[src/rtl/nfca_tx_framer.sv]
// NFC-A (ISO14443A, 106 kbps) PCD transmit framer: byte stream in, SOF/data/odd-parity/EOF bits out, one per tx_req.
// Optional CRC_A append (init 0x6363, reflected poly 0x8408) when NFCA_TX_CRC_EN is defined.
module nfca_tx_framer #(
    parameter int FRAME_GAP_REQS = 0
) (
    input  logic       clk,
    input  logic       rstn,
    input  logic       in_valid,
    output logic       in_ready,
    input  logic [7:0] in_data,
    input  logic       in_last,
    input  logic [2:0] in_bits,
    input  logic       tx_req,
    output logic       tx_en,
    output logic       tx_bit,
    output logic       busy,
    output logic       tx_done,
    output logic       err_underrun
);

    typedef enum logic [2:0] {
        S_IDLE, S_SOF, S_DATA, S_PAR, S_CRC, S_EOF, S_GAP, S_DROP
    } state_t;

    localparam logic [15:0] GAP_LAST = 16'(FRAME_GAP_REQS - 1);

    state_t      state_q, state_d;
    logic [7:0]  sh_q, sh_d;
    logic [3:0]  cnt_q, cnt_d;
    logic [3:0]  nbits_q, nbits_d;
    logic        par_q, par_d;
    logic        last_q, last_d;
    logic [7:0]  hold_q, hold_d;
    logic        hold_vld_q, hold_vld_d;
    logic        hold_last_q, hold_last_d;
    logic [2:0]  hold_bits_q, hold_bits_d;
    logic        last_acc_q, last_acc_d;
    logic [15:0] gap_q, gap_d;
    logic        act_q;
    logic        tx_en_q, tx_en_d;
    logic        tx_bit_q, tx_bit_d;
    logic        tx_done_q, tx_done_d;
    logic        err_q, err_d;
    logic        accept;

`ifdef NFCA_TX_CRC_EN
    logic [15:0] crc_q, crc_d;
    logic        crc_hi_q, crc_hi_d;

    function automatic logic [15:0] crc_step(input logic [15:0] c, input logic b);
        return (c >> 1) ^ ((c[0] ^ b) ? 16'h8408 : 16'h0000);
    endfunction
`endif

    // act_q keeps in_ready low while reset is asserted and for the first edge after.
    assign in_ready = act_q && ((state_q == S_DROP) ||
                                (!hold_vld_q && !last_acc_q && state_q != S_GAP));
    assign accept   = in_valid && in_ready;
    assign busy     = (state_q inside {S_SOF, S_DATA, S_PAR, S_CRC, S_EOF}) ||
                      (state_q == S_IDLE && hold_vld_q);

    assign tx_en        = tx_en_q;
    assign tx_bit       = tx_bit_q;
    assign tx_done      = tx_done_q;
    assign err_underrun = err_q;

    always_comb begin
        state_d     = state_q;
        sh_d        = sh_q;
        cnt_d       = cnt_q;
        nbits_d     = nbits_q;
        par_d       = par_q;
        last_d      = last_q;
        hold_d      = hold_q;
        hold_vld_d  = hold_vld_q;
        hold_last_d = hold_last_q;
        hold_bits_d = hold_bits_q;
        last_acc_d  = last_acc_q;
        gap_d       = gap_q;
        tx_en_d     = tx_en_q;
        tx_bit_d    = tx_bit_q;
        tx_done_d   = 1'b0;
        err_d       = 1'b0;
`ifdef NFCA_TX_CRC_EN
        crc_d       = crc_q;
        crc_hi_d    = crc_hi_q;
`endif

        // Acceptance only ever fills an empty holding register, so it never collides with a load below.
        if (accept) begin
            if (state_q == S_DROP) begin
                if (in_last) state_d = S_IDLE;
            end else begin
                hold_d      = in_data;
                hold_vld_d  = 1'b1;
                hold_last_d = in_last;
                hold_bits_d = in_last ? in_bits : 3'd0;
                if (in_last) last_acc_d = 1'b1;
            end
        end

        if (tx_req) begin
            case (state_q)
                S_IDLE: begin
                    if (hold_vld_q) begin
                        sh_d       = hold_q;
                        cnt_d      = 4'd0;
                        nbits_d    = (hold_bits_q == 3'd0) ? 4'd8 : {1'b0, hold_bits_q};
                        par_d      = ~^hold_q;
                        last_d     = hold_last_q;
                        hold_vld_d = 1'b0;
                        tx_en_d    = 1'b1;
                        tx_bit_d   = 1'b0;
                        state_d    = S_SOF;
`ifdef NFCA_TX_CRC_EN
                        crc_d      = 16'h6363;
`endif
                    end
                end
                S_SOF, S_DATA: begin
                    if (cnt_q < nbits_q) begin
                        tx_bit_d = sh_q[0];
                        sh_d     = {1'b0, sh_q[7:1]};
                        cnt_d    = cnt_q + 4'd1;
                        state_d  = S_DATA;
`ifdef NFCA_TX_CRC_EN
                        crc_d    = crc_step(crc_q, sh_q[0]);
`endif
                    end else if (nbits_q == 4'd8) begin
                        tx_bit_d = par_q;
                        state_d  = S_PAR;
                    end else begin
                        // Partial final byte: no parity, straight to EOF.
                        tx_bit_d = 1'b0;
                        state_d  = S_EOF;
                    end
                end
                S_PAR: begin
                    if (last_q) begin
`ifdef NFCA_TX_CRC_EN
                        tx_bit_d = crc_q[0];
                        sh_d     = {1'b0, crc_q[7:1]};
                        cnt_d    = 4'd1;
                        par_d    = ~^crc_q[7:0];
                        crc_hi_d = 1'b0;
                        state_d  = S_CRC;
`else
                        tx_bit_d = 1'b0;
                        state_d  = S_EOF;
`endif
                    end else if (hold_vld_q) begin
                        tx_bit_d   = hold_q[0];
                        sh_d       = {1'b0, hold_q[7:1]};
                        cnt_d      = 4'd1;
                        nbits_d    = (hold_bits_q == 3'd0) ? 4'd8 : {1'b0, hold_bits_q};
                        par_d      = ~^hold_q;
                        last_d     = hold_last_q;
                        hold_vld_d = 1'b0;
                        state_d    = S_DATA;
`ifdef NFCA_TX_CRC_EN
                        crc_d      = crc_step(crc_q, hold_q[0]);
`endif
                    end else begin
                        tx_en_d  = 1'b0;
                        tx_bit_d = 1'b0;
                        err_d    = 1'b1;
                        state_d  = S_DROP;
                    end
                end
`ifdef NFCA_TX_CRC_EN
                S_CRC: begin
                    // cnt 1..8 = data bits sent, 9 = parity sent.
                    if (cnt_q < 4'd8) begin
                        tx_bit_d = sh_q[0];
                        sh_d     = {1'b0, sh_q[7:1]};
                        cnt_d    = cnt_q + 4'd1;
                    end else if (cnt_q == 4'd8) begin
                        tx_bit_d = par_q;
                        cnt_d    = 4'd9;
                    end else if (!crc_hi_q) begin
                        tx_bit_d = crc_q[8];
                        sh_d     = {1'b0, crc_q[15:9]};
                        cnt_d    = 4'd1;
                        par_d    = ~^crc_q[15:8];
                        crc_hi_d = 1'b1;
                    end else begin
                        tx_bit_d = 1'b0;
                        state_d  = S_EOF;
                    end
                end
`endif
                S_EOF: begin
                    tx_en_d    = 1'b0;
                    tx_bit_d   = 1'b0;
                    tx_done_d  = 1'b1;
                    last_acc_d = 1'b0;
                    gap_d      = 16'd0;
                    state_d    = (FRAME_GAP_REQS == 0) ? S_IDLE : S_GAP;
                end
                S_GAP: begin
                    if (gap_q == GAP_LAST) state_d = S_IDLE;
                    else                   gap_d   = gap_q + 16'd1;
                end
                S_DROP: ;
                default: state_d = S_IDLE;
            endcase
        end
    end

    always_ff @(posedge clk or negedge rstn) begin
        if (!rstn) begin
            state_q     <= S_IDLE;
            sh_q        <= 8'd0;
            cnt_q       <= 4'd0;
            nbits_q     <= 4'd0;
            par_q       <= 1'b0;
            last_q      <= 1'b0;
            hold_q      <= 8'd0;
            hold_vld_q  <= 1'b0;
            hold_last_q <= 1'b0;
            hold_bits_q <= 3'd0;
            last_acc_q  <= 1'b0;
            gap_q       <= 16'd0;
            act_q       <= 1'b0;
            tx_en_q     <= 1'b0;
            tx_bit_q    <= 1'b0;
            tx_done_q   <= 1'b0;
            err_q       <= 1'b0;
`ifdef NFCA_TX_CRC_EN
            crc_q       <= 16'h6363;
            crc_hi_q    <= 1'b0;
`endif
        end else begin
            state_q     <= state_d;
            sh_q        <= sh_d;
            cnt_q       <= cnt_d;
            nbits_q     <= nbits_d;
            par_q       <= par_d;
            last_q      <= last_d;
            hold_q      <= hold_d;
            hold_vld_q  <= hold_vld_d;
            hold_last_q <= hold_last_d;
            hold_bits_q <= hold_bits_d;
            last_acc_q  <= last_acc_d;
            gap_q       <= gap_d;
            act_q       <= 1'b1;
            tx_en_q     <= tx_en_d;
            tx_bit_q    <= tx_bit_d;
            tx_done_q   <= tx_done_d;
            err_q       <= err_d;
`ifdef NFCA_TX_CRC_EN
            crc_q       <= crc_d;
            crc_hi_q    <= crc_hi_d;
`endif
        end
    end

endmodule

[config.mk]
export PLATFORM = sky130hd
export DESIGN_NAME = nfca_tx_framer
export DESIGN_NICKNAME = d
export VERILOG_FILES = /design/src/rtl/nfca_tx_framer.sv
export SDC_FILE = /design/constraint.sdc
export NUM_CORES = 1
export LEC_CHECK = 0
export CAP_MARGIN = 15
export CORE_AREA = 2 2 85 104
export DETAILED_ROUTE_END_ITERATION = 8
export DIE_AREA = 0 0 87 106
export SETUP_SLACK_MARGIN = 0.5
export SLEW_MARGIN = 20
export SYNTH_ARGS = -nofsm -noshare
export SYNTH_HDL_FRONTEND = slang
export SYNTH_SLANG_ARGS = --single-unit
[constraint.sdc]
create_clock -name clk -period 1.6 [get_ports clk]
set_input_delay 0.32 -clock clk [delete_from_list [all_inputs] [get_ports clk]]
set_output_delay 0.32 -clock clk [all_outputs]
set_load 0.02 [all_outputs]
==> reports/summary.txt, run 1 <==
Share of the synthesized area in the top cell type = 43.7%
Placed Cells = 491
Top delay family on crit path = flip-flops
Setup crit end kind = output port
Non-filler cells, final = 535
Synth warnings = 0
Routed WL = 8730 um
CTS Buf Count = 5
WP data required = 1.28 ns
DIE AREA = 9220 um2
Crit path time final = 1.73 ns
Detailed Place HPWL = 5600 um
Fillers = 662
Maximum clock rate = 577 MHz
Clock Skews = 0.00978 ns
Mapped Nets = 355
First-pass GRT wire length = 14,100 um
Layout area overhead = 52.0%
Vias = 2,899
Iteration-0 DRC Markers = 221
Initial core utilization = 38.7%
Hold Crit Depth = 1
CTS tree = built
CTS H-tree lvls = 2
Slew Limit Fails = 0
Async S/R FF share, synth = 100%
Number of synthesized flops with an enable pin = 0
PwrDens = 1650 nW/um2
Synth Flop Type = dfrtp_1
Vias in the first global route = 2,948
WP buf/inv = 1
Core Area = 8290 um2
Max Cap Viol = 0
CTS clock-pin slew for the worst setup and hold paths = 0.11 ns
Status = finished, violations left
Final period util = 108%
Worst Setup Start Kind = register
Worst min-delay path class = register to register
Multi-input gate area = 2090 um2
Port bufs = 21
Area contributors post-synth = dfrtp_1 44%, mux2_2 5.6%, o21ai_0 4.7%
Launching point of the worst reg2reg path = state_q[1]$_DFF_PN0_
Initial antenna violation count = 0
Row count = 37
RSZ-0062 raised after global routing = true
Worst R2R Path Depth = 7
CP peak stage delay = 0.47 ns
Final Util = 58.8%
Clock Path Buffers = 2
Hold_sp = hold_bits_q[2]$_DFFE_PN0P_
N_diodes = 0
DP Worst Slack = -0.360 ns
Final Hold Fails = 0
DR DRC count = 0
Synthesized flop and latch total = 56
CTS Root Cell = clkbuf_8
WL/cell = 16.3 um
Finished Cell Area = 4870 um2
Crit Path Class = register to output port
ANT nets after route = 0
Max VDD drop = 0.907 mV
# setup viols final = 31
Boundary pin count = 22
Largest net degree at the start of global routing = 57
Flip-flop and latch area = 1400 um2
Nets@finish = 458
Pwr Total = 8.04 mW
RD Place Congestion = 0.892
Post-DP Area = 4050 um2
Layout cells sized above 1 = 47.0%
Vias per cell = 5.42
Worst-path cell chain = a211oi_2 -> a31oi_1 -> nor2b_2 -> buf_6
Clk sinks = 56
Leakage = 2.13 nW
Maximum fanout along the worst path = 5
RR Endpoint = cnt_q[2]$_DFFE_PN0P_
Leading area contributor after synthesis = dfrtp_1
Die Ht = 106 um
Part of the Yosys area used for sequential elements = 43.7%
Post-synth cell types = 62
Grt total ovfl = 0
GRT Util Overall = 19.4%
Worst skew pair latency = 0.32 ns
Arrival time worst endpoint = 1.41 ns
WHS Endpoint = nbits_q[3]$_DFFE_PN0P_
Syn Inst Count = 334
DR pass1 iterations = 5
Final worst setup slack = -0.132 ns
Die X = 87 um
R2r setup slk = -0.13 ns
Synthesized area per cell = 9.60 um2
Failing checks = negative setup slack
Worst path slowest cell = dfrtp_2
Mapped cell area = 3210 um2
==> registers in the layout, summed over array words and instances, names as in the netlist <==
| register | flops |
|---|---|
| sh_q | 8 |
| par_q | 1 |
| tx_done | 1 |
| hold_vld_q | 1 |
| act_q | 1 |
| state_q | 3 |
| last_q | 1 |
| tx_en | 1 |
| cnt_q | 4 |
| hold_bits_q | 3 |
| hold_last_q | 1 |
| hold_q | 8 |
| nbits_q | 4 |
| err_underrun | 1 |
| tx_bit | 1 |
| last_acc_q | 1 |
| gap_q | 16 |
==> per-stage QoR <==
| stage | setup TNS [ns] | hold WS [ns] |
|---|---|---|
| floorplan | 0 | 0.0244 |
| global placement | -9.64 | 0.347 |
| detailed placement | -10.62 | 0.342 |
| CTS | -1.29 | 0.482 |
| global route | -4.76 | 0.486 |
| finish | -2.10 | 0.480 |
==> report_power, final <==
part           total [mW]  internal, mW  switching (mW)
clock network       0.831         0.316           0.515
logic                4.93          2.66            2.27
registers            2.28          1.84           0.433
total                8.04          4.82            3.22
==> Yosys cell counts (2+ instances only) <==
cell and n:
a21boi_1 2, nor2b_1 7, and4_1 3, buf_2 7, mux2_2 16, nand3_1 17, nand2_1 32, o41ai_1 3
buf_6 2, a22oi_1 8, ha_1 5, o21a_1 2, nor4_1 2, inv_1 12, xnor2_1 14, dfrtp_1 56
xor2_1 3, and3_1 4, and2_1 3, nor3_1 7, buf_4 6, o21ai_0 30, nor2_1 25, nor4_4 2
a211oi_2 2, or3_1 6, clkbuf_1 5, o21ai_1 2, nand2b_1 3, a21oi_1 14, nand4_1 3
==> worst register-to-register path: cells and delay by family (launching register included) <==
family                 cells  cell delay (ns)
AO/OA/AOI/OAI              3             0.41
flip-flops                 1             0.47
AND/OR/NAND/NOR            1             0.32
XOR/XNOR                   1             0.19
buffers and inverters      2             0.28
==> how the worst max path moves through the flow <==
stage	from	slack, ns	endpoint	cells past startpoint
2_1_floorplan	nbits_q[2]$_DFFE_PN0P_	0.03	cnt_q[2]$_DFFE_PN0P_	7
3_3_place_gp	tx_req	-0.32	cnt_q[3]$_DFFE_PN0P_	6
3_5_place_dp	tx_req	-0.36	cnt_q[2]$_DFFE_PN0P_	6
4_1_cts	cnt_q[1]$_DFFE_PN0P_	-0.11	sh_q[3]$_DFFE_PN0P_	6
5_1_grt	state_q[1]$_DFF_PN0_	-0.20	in_ready	4
6_report	state_q[1]$_DFF_PN0_	-0.13	in_ready	4
==> repair_timing <==
| item | in CTS | in global routing |
|---|---|---|
| endpoints found under the setup margin | 61 | 61 |
| setup buffers | 23 | 7 |
| gates cloned | 4 | 1 |
| hold buffers | 1 | 0 |
| gates resized for setup | 111 | 42 |
| endpoints found under the hold margin | 41 | 0 |
| pin swaps | 42 | 24 |
==> kinds of logic after synthesis <==
group,after synthesis,synth area share [%]
AOI/OAI and AO/OA,81,16.8
xor gates and xnor gates,18,5.15
adders and majority gates,5,1.95
buffers and inverters,33,5.31
DFF,56,43.7
muxes,17,5.93
other,1,0.117
and+or+nand+nor,123,21.0
==> final cells by class <==
type / instances / share of cell area, %
timing repair inverter: 1 / 0.231
sequential: 56 / 28.8
clock inverter: 3 / 0.462
multi-input combinational: 246 / 42.9
tap: 97 / 2.49
timing repair buffer: 114 / 22.5
inverter: 13 / 1.26
clock buffer: 5 / 1.41
==> layer usage <==
layer / wire length (um) / vias to the layer above / track usage (%)
li1: - / 1395 / -
met1: 3710 / 1445 / 24.1
met2: 4560 / 44 / 33.3
met3: 156 / 15 / 2.64
met4: 302 / 0 / 8.04
met5: 0 / - / 0
==> placed cells by master (no fill, tap or decap), types with 4 or more instances in the layout <==
| cell | n |
|---|---|
| a21oi_1 | 9 |
| a21oi_2 | 4 |
| a22oi_1 | 8 |
| buf_12 | 4 |
| buf_4 | 56 |
| buf_6 | 35 |
| clkbuf_8 | 5 |
| clkdlybuf4s50_1 | 13 |
| dfrtp_1 | 55 |
| inv_1 | 11 |
| mux2_2 | 7 |
| mux2_4 | 9 |
| nand2_1 | 20 |
| nand2_2 | 7 |
| nand2_4 | 6 |
| nand3_1 | 13 |
| nor2_1 | 24 |
| nor3_2 | 4 |
| nor4_4 | 4 |
| o21ai_0 | 8 |
| o21ai_1 | 15 |
| o21ai_2 | 9 |
| or3_1 | 4 |
| xnor2_1 | 14 |
Power figures use the tool's default switching activity.
==> inputs of run 2 (changes only) <==
==> constraint.sdc (replaced) <==
create_clock -name clk -period 1.77 [get_ports clk]
set_input_delay 0.354 -clock clk [delete_from_list [all_inputs] [get_ports clk]]
set_output_delay 0.354 -clock clk [all_outputs]
set_load 0.02 [all_outputs]
==> run 2 against run 1 <==
Compared with the run above:
- the run ends with negative hold slack left
- worst hold slack got worse by 0.49 ns
- highest routed layer unchanged
- largest power group unchanged
- clock skew rose by 0.00056 ns
- register-to-register slack improved by 0.20 ns
- routed wire length is 1.8% higher
- combinational power decreased by 1%
- clock-buffer cell count increased by 1
- critical endpoint is now busy
==> reports/summary.txt, run 2 (synthesis gave the netlist of run 1 again) <==
Status = finished, violations left
Failing checks = negative hold slack
Layout cells sized above 1 = 47.9%
RD Place Congestion = 0.852
Core Area = 8290 um2
WL/cell = 17.4 um
Largest net degree at the start of global routing = 57
Most frequent cells in the layout = 55 x dfrtp_1, 37 x buf_4, 25 x buf_6
Crit path time final = 1.75 ns
Boundary pin count = 22
Port bufs = 21
CTS Buf Count = 5
Biggest regs = gap_q: 16 flops, hold_q: 8 flops, sh_q: 8 flops
Worst Setup Start Kind = register
Setup crit end kind = output port
Vias in the first global route = 2,947
N_diodes = 0
Clock Skews = 0.0103 ns
Initial antenna violation count = 0
Die Ht = 106 um
Pwr Total = 7.71 mW
Launching point of the worst reg2reg path = cnt_q[1]$_DFFE_PN0P_
CTS H-tree lvls = 2
Placed Cells = 468
Finished Cell Area = 4840 um2
# setup viols final = 0
Arrival time worst endpoint = 1.39 ns
CTS tree = built
Largest register by flop count = gap_q
Reg power frac = 26.7%
Final period util = 98.7%
Grt total ovfl = 0
GRT Util Overall = 19.9%
Max VDD drop = 0.921 mV
Detailed Place HPWL = 5290 um
CP peak stage delay = 0.44 ns
Die X = 87 um
Maximum fanout along the worst path = 6
Initial core utilization = 38.7%
DIE AREA = 9220 um2
Layout area overhead = 50.8%
Crit Path Class = register to output port
Largest register FFs = 16
WP data required = 1.42 ns
P_sw = 3.16 mW
Power share of the combinational group = 63.3%
Post-DP Area = 3880 um2
CTS clock-pin slew for the worst setup and hold paths = 0.11 ns
Nets@finish = 433
Worst min-delay path class = input port to async pin
Worst path slowest cell = dfrtp_1
Pint = 4.55 mW
PwrDens = 1590 nW/um2
TNS Setup = 0 ns
Worst skew pair latency = 0.34 ns
Row count = 37
DR DRC count = 0
Switching part of the total = 41.0%
Hold-fix buffers, CTS = 0
Clk sinks = 56
Leakage = 2.07 nW
Vias = 2,813
Clock power share = 10.0%
First-pass GRT wire length = 14,500 um
CP Launch Point = state_q[1]$_DFF_PN0_
Non-filler cells, final = 510
RSZ-0062 raised after global routing = true
DR pass1 iterations = 5
Commonest non-fill, non-tap cell in the layout = dfrtp_1
Slew Limit Fails = 0
Worst-path cell chain = buf_6 -> nor4_4 -> a21oi_2 -> buf_4
Clock Path Buffers = 2
Hold WS = -0.00613 ns
Routed WL = 8890 um
CTS Root Cell = clkbuf_8
Max Cap Viol = 0
Vias per cell = 5.52
Maximum clock rate = 573 MHz
Iteration-0 DRC Markers = 166
Final Hold Fails = 6
ANT nets after route = 0
run 2: changes by cell type in the layout (fill, tap and decap cells not counted), sizes merged:
cell         change
clkinv           -2
buf             -25
clkinvlp         +2
bufbuf           +1
inv              -1
clkbuf           +1
dlygate4sd3      -1
run 2: repair_timing:
| action | 4_1_cts | 5_1_grt |
|---|---|---|
| pin swaps | 30 | 28 |
| gates cloned | 4 | 0 |
| buffers inserted | 21 | 9 |
| resized for setup | 85 | 82 |
| hold endpoints to repair | 0 | 0 |
| endpoints found under the setup margin | 61 | 58 |
run 2: area by class of cell:
type                            count  area, um2
Timing Repair Buffer               89        913
Fill cell                         662       3450
Sequential cell                    56       1400
Tap cell                           97        121
Inverter                           13       61.3
Clock inverter                      2       15.0
Timing Repair inverter              1       8.76
Clock buffer                        6       82.6
Multi-Input combinational cell    246       2230
run 2: power by group through the flow:
| stage | Sequential, mW | Clock [mW] | Combinational, mW |
|---|---|---|---|
| final | 2.06 | 0.769 | 4.87 |
| after global routing | 2.12 | 0.852 | 5.24 |
| after CTS | 2.04 | 0.798 | 3.95 |
| after detailed placement | 2.05 | 0 | 3.03 |
| after global placement | 2.05 | 0 | 2.99 |
| after floorplan | 1.97 | 0 | 2.23 |
run 2: metal layers:
| layer | vias up | GRT usage, % | routed length, um |
|---|---|---|---|
| li1 | 1351 | - | - |
| met1 | 1390 | 23.2 | 3540 |
| met2 | 48 | 34.4 | 4740 |
| met3 | 24 | 3.42 | 256 |
| met4 | 0 | 9.93 | 357 |
| met5 | - | 0 | 0 |
run 2: metrics by stage:
| step | util (%) | setup slack (ns) |
|---|---|---|
| global placement | 46.8 | -0.178 |
| detailed placement | 46.8 | -0.212 |
| floorplan | - | 0.203 |
| finish | 58.4 | 0.0234 |
| global route | 58.4 | -0.0352 |
| CTS | 53.2 | 0.0345 |
run 2: critical path, delay by kind of cell, from the launching register on:
| kind | cells | cell delay [ns] |
|---|---|---|
| flip-flops | 1 | 0.44 |
| AO/OA/AOI/OAI | 1 | 0.05 |
| AND/OR/NAND/NOR | 1 | 0.25 |
| buffers and inverters | 2 | 0.32 |
run 2: worst paths after layout:
kind / slack (ns) / to / cells after the start
worst max-delay path: 0.02 / busy / 4
worst min-delay path: -0.006 / gap_q[9]$_DFFE_PN0P_ / 2
worst max register to register: 0.07 / sh_q[6]$_DFFE_PN0P_ / 6
worst min register to register: 0.47 / nbits_q[3]$_DFFE_PN0P_ / 1
max in group asynchronous: 1.52 / hold_q[6]$_DFFE_PN0P_ / 2
min in group clk: 0.47 / nbits_q[3]$_DFFE_PN0P_ / 1
